**src/rtl/pass_switch_bank_pkg.sv**
```systemverilog
// Shared types and sizing helpers for the pass-switch bank device model.
package pass_switch_pkg;

    typedef enum logic [1:0] {
        FLT_NONE   = 2'b00,
        FLT_OPEN   = 2'b01,
        FLT_CLOSED = 2'b10
    } flt_t;

    typedef enum logic [1:0] {
        SW_DECAYED = 2'b00,
        SW_DRIVEN  = 2'b01,
        SW_HOLDING = 2'b10
    } sw_state_t;

    // Hold counter width: enough to represent HOLD_CYCLES, never narrower than one bit
    function automatic int unsigned cnt_width(input int unsigned hold);
        return (hold < 2) ? 1 : $clog2(hold + 1);
    endfunction

    function automatic int unsigned sel_width(input int unsigned channels);
        return (channels < 2) ? 1 : $clog2(channels);
    endfunction

endpackage

```
**src/rtl/pass_switch_bank_if.sv**
```systemverilog
// Pattern/response bus of the pass-switch bank: stimulus side is the master.
interface pass_switch_bank_if
    import pass_switch_pkg::*;
#(
    parameter int unsigned WIDTH    = 8,
    parameter int unsigned CHANNELS = 4
) ();
    localparam int unsigned SW = sel_width(CHANNELS);

    logic [CHANNELS*WIDTH-1:0] a;
    logic [CHANNELS-1:0]       ctrl;
    logic                      flt_we;
    logic [SW-1:0]             flt_ch;
    logic [1:0]                flt_type;
    logic [CHANNELS*WIDTH-1:0] o;
    logic [CHANNELS-1:0]       o_driven;
    logic [CHANNELS-1:0]       o_valid;
    logic [CHANNELS-1:0]       decay_evt;

    modport master (
        output a, ctrl, flt_we, flt_ch, flt_type,
        input  o, o_driven, o_valid, decay_evt
    );

    modport slave (
        input  a, ctrl, flt_we, flt_ch, flt_type,
        output o, o_driven, o_valid, decay_evt
    );
endinterface

```
**src/rtl/pass_switch_bank_cell.sv**
```systemverilog
// One pass-switch channel: conduction/keeper state machine, hold counter,
// data register and the channel's injected fault code.
module pass_switch_cell
    import pass_switch_pkg::*;
#(
    parameter int unsigned WIDTH       = 8,
    parameter int unsigned HOLD_CYCLES = 15,
    parameter bit          ACTIVE_HIGH = 1'b1
) (
    input  logic             clk,
    input  logic             rst_n,
    input  logic [WIDTH-1:0] a_i,
    input  logic             ctrl_i,
    input  logic             flt_we_i,
    input  logic [1:0]       flt_type_i,
    output logic [WIDTH-1:0] o_o,
    output logic             driven_o,
    output logic             valid_o,
    output logic             decay_o
);
    localparam int unsigned CW = cnt_width(HOLD_CYCLES);

    sw_state_t        state_q, state_d;
    logic [CW-1:0]    cnt_q, cnt_d;
    logic [WIDTH-1:0] o_q, o_d;
    logic             drv_q, drv_d;
    logic             vld_q, vld_d;
    logic             dec_q, dec_d;
    logic [1:0]       flt_q, flt_d;
    logic             on_c;

    // Effective conduction; the reserved fault code behaves as no fault
    always_comb begin
        case (flt_q)
            FLT_OPEN:   on_c = 1'b0;
            FLT_CLOSED: on_c = 1'b1;
            default:    on_c = (ctrl_i == ACTIVE_HIGH);
        endcase
    end

    always_comb begin
        state_d = state_q;
        cnt_d   = cnt_q;
        o_d     = o_q;
        drv_d   = 1'b0;
        vld_d   = vld_q;
        dec_d   = 1'b0;
        flt_d   = flt_we_i ? flt_type_i : flt_q;

        if (on_c) begin
            state_d = SW_DRIVEN;
            o_d     = a_i;
            drv_d   = 1'b1;
            vld_d   = 1'b1;
            cnt_d   = '0;
        end else begin
            case (state_q)
                SW_DRIVEN, SW_HOLDING: begin
                    if ((32'(cnt_q) + 32'd1) < 32'(HOLD_CYCLES)) begin
                        state_d = SW_HOLDING;
                        cnt_d   = cnt_q + CW'(1);
                        vld_d   = 1'b1;
                    end else begin
                        state_d = SW_DECAYED;
                        cnt_d   = '0;
                        o_d     = '0;
                        vld_d   = 1'b0;
                        dec_d   = 1'b1;
                    end
                end
                default: begin
                    state_d = SW_DECAYED;
                    o_d     = '0;
                    vld_d   = 1'b0;
                end
            endcase
        end
    end

    always_ff @(posedge clk) begin
        if (!rst_n) begin
            state_q <= SW_DECAYED;
            cnt_q   <= '0;
            o_q     <= '0;
            drv_q   <= 1'b0;
            vld_q   <= 1'b0;
            dec_q   <= 1'b0;
            flt_q   <= FLT_NONE;
        end else begin
            state_q <= state_d;
            cnt_q   <= cnt_d;
            o_q     <= o_d;
            drv_q   <= drv_d;
            vld_q   <= vld_d;
            dec_q   <= dec_d;
            flt_q   <= flt_d;
        end
    end

    assign o_o      = o_q;
    assign driven_o = drv_q;
    assign valid_o  = vld_q;
    assign decay_o  = dec_q;

endmodule

```
**src/rtl/pass_switch_bank.sv**
```systemverilog
// Bank of independent pass-switch channels: fault-write decode and bus slicing only.
module pass_switch_bank
    import pass_switch_pkg::*;
#(
    parameter int unsigned WIDTH       = 8,
    parameter int unsigned CHANNELS    = 4,
    parameter int unsigned HOLD_CYCLES = 15,
    parameter bit          ACTIVE_HIGH = 1'b1
) (
    input  logic           clk,
    input  logic           rst_n,
    pass_switch_bank_if.slave bus
);
    localparam int unsigned SW = sel_width(CHANNELS);

    logic [CHANNELS-1:0] we_c;

    for (genvar c = 0; c < CHANNELS; c++) begin : g_ch
        // Out-of-range channel numbers never match, so such writes fall away
        assign we_c[c] = bus.flt_we && (bus.flt_ch == SW'(c));

        pass_switch_cell #(
            .WIDTH       (WIDTH),
            .HOLD_CYCLES (HOLD_CYCLES),
            .ACTIVE_HIGH (ACTIVE_HIGH)
        ) u_cell (
            .clk        (clk),
            .rst_n      (rst_n),
            .a_i        (bus.a[c*WIDTH +: WIDTH]),
            .ctrl_i     (bus.ctrl[c]),
            .flt_we_i   (we_c[c]),
            .flt_type_i (bus.flt_type),
            .o_o        (bus.o[c*WIDTH +: WIDTH]),
            .driven_o   (bus.o_driven[c]),
            .valid_o    (bus.o_valid[c]),
            .decay_o    (bus.decay_evt[c])
        );
    end

endmodule

```
**src/flat_wrapper.sv**
```systemverilog
// flat-port wrapper written by rule: the top's interface ports become plain ports
module pass_switch_bank_flat import pass_switch_pkg::*;
#(
    parameter int unsigned WIDTH       = 8,
    parameter int unsigned CHANNELS    = 4,
    parameter int unsigned HOLD_CYCLES = 15,
    parameter bit          ACTIVE_HIGH = 1'b1
)
  (clk, rst_n, bus_a, bus_ctrl, bus_flt_we, bus_flt_ch, bus_flt_type, bus_o, bus_o_driven, bus_o_valid, bus_decay_evt);
  pass_switch_bank_if #(.WIDTH(WIDTH), .CHANNELS(CHANNELS)) bus_i ();
  input  logic clk;
  input  logic rst_n;
  input wire logic [$bits(bus_i.a)-1:0] bus_a;
  input wire logic [$bits(bus_i.ctrl)-1:0] bus_ctrl;
  input wire logic [$bits(bus_i.flt_we)-1:0] bus_flt_we;
  input wire logic [$bits(bus_i.flt_ch)-1:0] bus_flt_ch;
  input wire logic [$bits(bus_i.flt_type)-1:0] bus_flt_type;
  output wire logic [$bits(bus_i.o)-1:0] bus_o;
  output wire logic [$bits(bus_i.o_driven)-1:0] bus_o_driven;
  output wire logic [$bits(bus_i.o_valid)-1:0] bus_o_valid;
  output wire logic [$bits(bus_i.decay_evt)-1:0] bus_decay_evt;
  assign bus_i.a = bus_a;
  assign bus_i.ctrl = bus_ctrl;
  assign bus_i.flt_we = bus_flt_we;
  assign bus_i.flt_ch = bus_flt_ch;
  assign bus_i.flt_type = bus_flt_type;
  assign bus_o = bus_i.o;
  assign bus_o_driven = bus_i.o_driven;
  assign bus_o_valid = bus_i.o_valid;
  assign bus_decay_evt = bus_i.decay_evt;
  pass_switch_bank #(.WIDTH(WIDTH), .CHANNELS(CHANNELS), .HOLD_CYCLES(HOLD_CYCLES), .ACTIVE_HIGH(ACTIVE_HIGH)) u_core (.clk(clk), .rst_n(rst_n), .bus(bus_i));
endmodule
```
**config.mk**
```make
export PLATFORM = sky130hd
export DESIGN_NAME = pass_switch_bank_flat
export DESIGN_NICKNAME = d
export VERILOG_FILES = /design/src/rtl/pass_switch_bank_pkg.sv /design/src/rtl/pass_switch_bank_if.sv /design/src/rtl/pass_switch_bank_cell.sv /design/src/rtl/pass_switch_bank.sv /design/src/flat_wrapper.sv
export SDC_FILE = /design/constraint.sdc
export NUM_CORES = 1
export LEC_CHECK = 0
export CAP_MARGIN = 20
export CORE_MARGIN = 4
export CORE_UTILIZATION = 35
export CTS_CLUSTER_SIZE = 10
export DETAILED_ROUTE_END_ITERATION = 6
export PLACE_DENSITY = 0.72
export SYNTH_ARGS = -nofsm -noshare
export SYNTH_HDL_FRONTEND = slang
export SYNTH_SLANG_ARGS = --single-unit
```
**constraint.sdc**
```tcl
create_clock -name clk -period 1.7 [get_ports clk]
set_input_delay 0.34 -clock clk [delete_from_list [all_inputs] [get_ports clk]]
set_output_delay 0.34 -clock clk [all_outputs]
set_load 0.02 [all_outputs]
```
Yosys cells after proc, flatten, opt, wreduce, memory -nomap -nowiden
Cells that the tools add are included.
Storage, ports and cells
  flip-flop bits (word level): 76
  bits in latches: 0
  bits in writable memories: 0
  memory bits (read-only): 0
  bits of input ports: 43
  output and inout bits: 44
  logic and storage cells: 141
  memories kept: 0
Operators by class
  $add $sub $neg: 8
  multipliers: 0
  div/mod/pow operators: 0
  order comparisons: 4
  equal/unequal tests: 23
  shift operators: 0
  multiplexer cells: 52
  bitwise logic cells: 5
  reductions and logical operators: 17
Operators with widths (count)
  8-bit two-way mux: 12
  1-bit two-way mux: 28
  4-bit by 1-bit adder with 5-bit output, second input constant: 4
  2-bit equality test, second input constant: 10
  5-bit by 4-bit less-than comparator with 1-bit output, second input constant: 4
  2-bit by 1-bit equality test with 1-bit output, second input constant: 9
  4-bit by 1-bit adder with 4-bit output, second input constant: 4
  4-bit two-way mux: 4
  2-bit OR reduction: 8
  3-bit inequality test, second input constant: 4
  3-bit OR reduction: 4
  2-bit two-way mux: 4
  1-bit one-hot mux with 2 select lines: 4
  1-bit NOT: 5
  1-bit logical AND: 4
  2-bit logical NOT: 1

Longest topological paths before layout
  depth in word-level cells: 5
  depth in mapped cells: 7

By module
A second synthesis with hierarchy kept.
Unflattened totals
  cells, all modules: 252
  area, all modules: 2885.3 sq um
By module, submodules not included
  pass_switch_cell: times used 4, cells an instance 62, area an instance 711.9 sq um, sequential area each 360.3 sq um
  pass_switch_bank: times used 1, cells an instance 4, area an instance 37.5 sq um, sequential area each 0.0 sq um

Worst setup path before layout
Ideal clock, no wire load.
  path type: register -> register
  start point: register u_core.g_ch[1].u_cell.cnt_q[0]
  end point: register u_core.g_ch[1].u_cell.o_q[0]
  setup time: 0.060 ns
  arrival: 1.622 ns
  path slack: 0.019 ns
  cell stages (with the launch flop): 6
  cell sequence: dfxtp_1 -> ha_1 -> nor2b_1 -> maj3_2 -> a211oi_4 -> a22o_1
Between the ends
  cells in the longest elaborated chain, start to end: 3
RTL lines
  start, declared: line pass_switch_bank_cell.sv:24  | logic [CW-1:0] cnt_q, cnt_d;
  start signal, assigned: line pass_switch_bank_cell.sv:91  | cnt_q <= cnt_d;
  4-bit by 1-bit adder with 5-bit output: line pass_switch_bank_cell.sv:59  | if ((32'(cnt_q) + 32'd1) < 32'(HOLD_CYCLES)) begin
  5-bit by 4-bit less-than comparator with 1-bit output: line pass_switch_bank_cell.sv:59
  3-bit inequality test (no line)
  end signal, assigned: line pass_switch_bank_cell.sv:84  | o_q <= '0;
  end signal, assigned: line pass_switch_bank_cell.sv:92  | o_q <= o_d;
  end, declared: line pass_switch_bank_cell.sv:25  | logic [WIDTH-1:0] o_q, o_d;
No other way between the ends.
A chain may end at the register's enable or synchronous reset.

Worst setup path after layout
  start point: register u_core.g_ch[1].u_cell.cnt_q[1]
  end point: register u_core.g_ch[1].u_cell.o_q[7]
Same word-level chain as after synthesis.

==> flow_summary.json <==
{
  "r2r_slack_ns": 0.04,
  "pwr-share-seq": 0.477,
  "cts.reportedPaths.clkPinSlew_ns": 0.08,
  "drive_gt1_frac": 0.188,
  "synth_most_common_cell": "dfxtp_1",
  "switchingPower_mw": 0.968,
  "die_w_um": 99.5,
  "port_buffers": 86,
  "synth-adder-area-share": 0.0419,
  "final_cells": 493,
  "clock_latency_ns": 0.34,
  "reg2reg_depth": 6,
  "nFillCells": 735,
  "syn_inst": 279,
  "required_ns": 1.99,
  "setup_viol": 0,
  "routed_wl_mm": 6.62,
  "outcome": "completed",
  "hold_path_class": "reg2reg",
  "hold_viol_final": 0,
  "synthArstFlopShare": 0,
  "synth_seq_cells": 72,
  "hpwl_mm": 4.84,
  "pwr-share-comb": 0.162,
  "grt-ovfl-total": 0,
  "cts-buffers-inserted": 9,
  "cellPowerDensity_mw_per_mm2": 889,
  "endpoint_kind": "flop",
  "skew_ns": 0.00880,
  "timing.slew.headroom": 0.659,
  "switching_share": 0.255,
  "antenna_found_initial": 0,
  "synth.top_cells.by_count": "dfxtp_1, a22o_1, nand2_1",
  "synth_top_family_by_area": "compound AO/OA/AOI/OAI gates",
  "total_power_mw": 3.80,
  "remaining_drc_errors": 0,
  "synth_compound_area_frac": 0.181,
  "synth.distinct_cells": 44,
  "die_h_um": 99.5,
  "final_area_mm2": 0.00428,
  "syn_nets": 330,
  "vias_per_cell": 4.90,
  "synthTopCellsByArea": "dfxtp_1, a22o_1, mux2i_1",
  "rows": 33,
  "ant_nets": 0,
  "die_area_mm2": 0.00989,
  "h-tree-depth": 3,
  "dpl-instance-area_mm2": 0.00397,
  "arrival_ns": 1.96,
  "drv_slew": 0,
  "ys_seq_area_frac": 0.492,
  "coreArea_mm2": 0.00818,
  "power_frac_clock": 0.361,
  "synth_top_area_cell": "dfxtp_1",
  "finalCritPeriodShare": 0.979,
  "start_util": 0.358,
  "synth.avg_cell_area_um2": 10.5,
  "synth_mux_area_frac": 0.0444,
  "wire_per_inst_um": 13.4,
  "reg2reg_from": "u_core.g_ch[1].u_cell.cnt_q[1]",
  "whs_path_depth": 1,
  "cts_root_buf": "clkbuf_8",
  "vias": 2415,
  "ios": 87,
  "grt_pass1_vias": 2391,
  "finalCriticalPeriod_ns": 1.66,
  "cts_tree": "built",
  "synth_edf_count": 0,
  "p_int_mw": 2.83,
  "vdd_drop_max_mv": 0.452,
  "holdPathEnd": "u_core.g_ch[0].u_cell.o_o[6]",
  "worst_pin_slew_ns": 0.510,
  "crit_type": "reg2reg",
  "synth-main-ff-cell": "dfxtp_1",
  "cp-start-kind": "flop",
  "min_from": "u_core.g_ch[0].u_cell.o_o[6]",
  "gp_congestion": 0.775,
  "clockBufferDepth": 2,
  "dpl.cell_count": 472,
  "fin_nets": 434,
  "netlist_area_mm2": 0.00293,
  "p_leak_nw": 1.70,
  "cp_max_fo": 4,
  "drt_iter0_markers": 75,
  "drv_cap": 0,
  "drt_pass1_iterations": 4,
  "layout_setup_ws_ns": 0.0355,
  "synth_xor_area_frac": 0.0291,
  "cts_num_sinks": 72,
  "grt_max_degree": 16,
  "synthToLayoutAreaGrowth_pct": 46.0,
  "grt_pass1_wl_mm": 10.7,
  "rsz0062_at_grt": "true",
  "reg2reg_to": "u_core.g_ch[1].u_cell.o_o[7]",
  "yosys.area_share.simple": 0.156,
  "ys_warn_count": 0,
  "track_usage": 0.133,
  "num_antenna_cells": 0,
  "dp_worst_setup_slack_ns": -0.147,
  "clock.fmax_mhz": 601,
  "yosysTopAreaCellShare": 0.492
}
worst max path at each step:
| stage | from | endpoint | depth (start not counted) |
|---|---|---|---|
| final | u_core.g_ch[1].u_cell.cnt_q[1] | u_core.g_ch[1].u_cell.o_o[7] | 6 |
| after CTS | u_core.g_ch[1].u_cell.cnt_q[0] | u_core.g_ch[1].u_cell.o_o[1] | 6 |
| after global routing | u_core.g_ch[1].u_cell.cnt_q[1] | u_core.g_ch[1].u_cell.o_o[5] | 6 |
| after floorplan | u_core.g_ch[1].u_cell.cnt_q[0] | u_core.g_ch[1].u_cell.o_o[0] | 5 |
| after detailed placement | rst_n | u_core.g_ch[3].u_cell.o_o[0] | 4 |
| after global placement | rst_n | u_core.g_ch[3].u_cell.o_o[3] | 4 |
what timing repair did:
item                                    CTS  global route
endpoints found under the setup margin   21            40
gates cloned                              1             1
resized for setup                         7            17
pin swaps                                 2             6
setup buffers                             0             3
hold buffers                              0             0
registers in the layout, indices dropped and copies added, names as in the netlist:
| signal | flops |
|---|---|
| u_core.g_ch.u_cell.flt_q | 8 |
| u_core.g_ch.u_cell.o_o | 32 |
| u_core.g_ch.u_cell.decay_o | 4 |
| u_core.g_ch.u_cell.state_q | 8 |
| u_core.g_ch.u_cell.cnt_q | 16 |
| u_core.g_ch.u_cell.valid_o | 4 |
critical path, stage by stage (launching register included):
cell and delay, ns:
dfxtp_2 0.34, ha_4 0.23, nor2b_4 0.12, maj3_2 0.35, a211oi_4 0.28, buf_2 0.18, a22o_1 0.12
cells in the final DEF, fill, tap and decap left out, types with 5 or more instances in the layout:
cell type         n
mux2i_1          11
buf_4            25
nor2_1            9
nand2_1          18
dfxtp_1          68
nor2b_1          12
a21oi_1          11
ha_1              6
nand4_1           5
a22o_1           32
nor3_1            6
clkbuf_8         10
nand3_1           7
o22ai_1           5
clkdlybuf4s50_1  82
stage by stage:
step	hold WS [ns]	util	setup TNS, ns
4_1_cts	0.481	0.511	0
6_report	0.480	0.523	0
3_5_place_dp	0.456	0.485	-1.56
2_1_floorplan	0.459	-	0
5_1_grt	0.500	0.523	-0.0766
3_3_place_gp	0.458	0.485	-1.44
layer usage:
metal,share of wire,track usage
met1,0.45,0.163
met2,0.48,0.216
met3,0.063,0.0414
met5,0,0
met4,0.013,0.0567
power groups by stage:
stage,clock network [mW],logic (mW),registers [mW]
after floorplan,0,0.251,1.89
after global placement,0,0.589,1.85
after detailed placement,0,0.595,1.85
after CTS,1.41,0.596,1.81
after global routing,1.48,0.662,1.82
final,1.37,0.615,1.81
kinds of logic after synthesis:
logic type      count (synthesis)
compound gates                 67
xor+xnor                        8
fa+ha+maj                      10
buf+inv                        26
flops                          72
mux                            13
simple gates                   83
area by class of cell:
cell class	instances	area, µm²	share of cell area
multi-input cells	182	1400	0.327
well taps	105	131	0.0307
clock inverters	6	67.6	0.0158
inverters	4	15.0	0.00351
flip-flops and latches	72	1450	0.338
repair buffers	114	1080	0.253
clock buffers	10	138	0.0322
Power figures use the tool's default switching activity.
==> variant: new RTL, same settings <==
The 3 states of `sw_state_t` get a one-hot encoding in 3 bits.
--- a/src/rtl/pass_switch_bank_pkg.sv
+++ b/src/rtl/pass_switch_bank_pkg.sv
@@ -7,10 +7,10 @@
         FLT_CLOSED = 2'b10
     } flt_t;
 
-    typedef enum logic [1:0] {
-        SW_DECAYED = 2'b00,
-        SW_DRIVEN  = 2'b01,
-        SW_HOLDING = 2'b10
+    typedef enum logic [2:0] {
+        SW_DECAYED = 3'b001,
+        SW_DRIVEN  = 3'b010,
+        SW_HOLDING = 3'b100
     } sw_state_t;
 
     // Hold counter width: enough to represent HOLD_CYCLES, never narrower than one bit
Function: same outputs for any inputs over 4 cycles, from zero or initial values and one cycle with rst_n low; so few cycles prove little.
==> variant against the original RTL <==
Synthesized area up 3.8%. Routed wire length up 3.7%. Clock power rose by 19%. Final area is 5.2% higher. Sequential cell count rose by 4. Power is 5.6% higher. Setup slack improved by 0.011 ns. Largest power group unchanged. Highest routed layer unchanged.
==> variant: results (changes against the original RTL) <==
Run status - finished, final reports clean (unchanged)
Slew HR - 0.7760 (was 0.6589)
Global-route wire length before repair - 11450 um (was 10740 um)
Synth Area in Compound Gates - 0.2302 (was 0.1812)
Drt first-iter violations - 60 (was 75)
Switching Fraction - 0.2245 (was 0.2549)
Adder-Cell Fraction of Synth Area - 0.03666 (was 0.04188)
Synth unique cells - 38 (was 44)
Total GRT Usage - 0.1382 (was 0.1329)
Root buffer cell - clkbuf_8 (unchanged)
Lkg Pwr - 1.912 nW (was 1.697 nW)
Total number of vias - 2476 (was 2415)
GPL Wtd Cong - 0.8085 (was 0.7746)
Mapped Nets - 335 (was 330)
Cells after Synth - 284 (was 279)
XOR/XNOR Fraction of Synth Area - 0.01153 (was 0.02906)
Layout cells sized above 1 - 0.1814 (was 0.1881)
HPWL after detailed placement - 4901 um (was 4836 um)
Post-synth top cells - dfxtp_1, a22o_1, nand2_1 (unchanged)
CP Max Fanout - 9 (was 4)
Met1 Use GR - 0.1769 (was 0.1627)
Critical-path top delay cell - dfxtp_1 (was maj3_2)
Placed cell area - 4135 um^2 (was 3965 um^2)
Met2 usage - 0.2128 (was 0.2159)
Cell Pwr Density - 892.0 nW/um^2 (was 888.8 nW/um^2)
Nets - 443 (was 434)
Maximum number of pins on one net before global-route repair - 20 (was 16)
Drt wl/cell - 13.68 um (was 13.42 um)
Sequential cell area fraction in the yosys report - 0.5008 (was 0.4923)
Maximum VDD drop - 0.6158 mV (was 0.4519 mV)
WP data arrival - 1.94 ns (was 1.96 ns)
Worst Skew - 0.008471 ns (was 0.008804 ns)
Main area contributors after synthesis - dfxtp_1, a22o_1, mux2i_1, ha_1, nor2b_1 (was dfxtp_1, a22o_1, mux2i_1, buf_4, ha_1)
CTS H-tree depth - 3 (unchanged)
Clock network latency to the later pin of the worst-skew pair - 0.34 ns (about the same)
Worst hold path class - register to register (unchanged)
Finished Layout Cells - 502 (was 493)
variant: critical path: cells and delay by family, from the launching register on:
kind            cells  cell delay (ns)
flops               1             0.34
simple gates        1             0.14
fa+ha+maj           1             0.30
buf+inv             2             0.24
compound gates      2             0.32
mux                 1             0.26
variant: cell type report:
| type | count | area, um^2 |
|---|---|---|
| Clock buffer | 10 | 127.6 |
| Sequential cell | 76 | 1525 |
| Inverter | 9 | 33.78 |
| Fill cell | 738 | 3844 |
| Timing Repair Buffer | 120 | 1160 |
| Clock inverter | 6 | 112.6 |
| Multi-Input combinational cell | 176 | 1406 |
| Tap cell | 105 | 131.4 |
variant: logic make-up (layout without fill, tap and decap cells):
kind of cell | Yosys count | in the layout
compound gates | 83 | 83
simple gates | 68 | 68
mux | 12 | 12
flops | 76 | 76
buf+inv | 32 | 145
xor+xnor | 4 | 4
fa+ha+maj | 9 | 9
variant: repair_timing:
item                                    CTS  global route
cloned                                    0             1
buffers inserted                          0             3
hold endpoints to repair                  0             0
resized for setup                         3            20
endpoints found under the setup margin    9            42
variant: power groups by stage:
stage	clock, mW	sequential, mW	combinational [mW]
after floorplan	0	1.96	0.188
after global placement	0	1.92	0.478
after detailed placement	0	1.92	0.485
after CTS	1.67	1.88	0.488
after global routing	1.75	1.89	0.537
final	1.63	1.88	0.498
variant: metal layers:
layer | part of all wire | vias to the layer above
li1 | - | 1243
met1 | 0.45 | 1161
met2 | 0.48 | 60
met3 | 0.057 | 12
met4 | 0.019 | 0
met5 | 0 | -
variant: stage by stage:
step / total power [mW] / utilization / worst slack (ns)
final: 4.011 / 0.5392 / 0.04683
after global routing: 4.176 / 0.5392 / -0.03597
after CTS: 4.042 / 0.5272 / 0.0004565
after detailed placement: 2.406 / 0.4958 / -0.02282
after global placement: 2.399 / 0.4958 / -0.008015
after floorplan: 2.151 / - / 0.01169
variant: path summary, 6_finish.rpt:
check	from	to	slack, ns	cells past startpoint
worst min register to register	u_core.g_ch[3].u_cell.o_o[7]	u_core.g_ch[3].u_cell.o_o[7]	0.47	1
worst max register to register	u_core.g_ch[1].u_cell.flt_q[0]	u_core.g_ch[1].u_cell.o_o[4]	0.05	7
worst min-delay path	u_core.g_ch[3].u_cell.o_o[7]	u_core.g_ch[3].u_cell.o_o[7]	0.47	1
worst max-delay path	u_core.g_ch[1].u_cell.flt_q[0]	u_core.g_ch[1].u_cell.o_o[4]	0.05	7
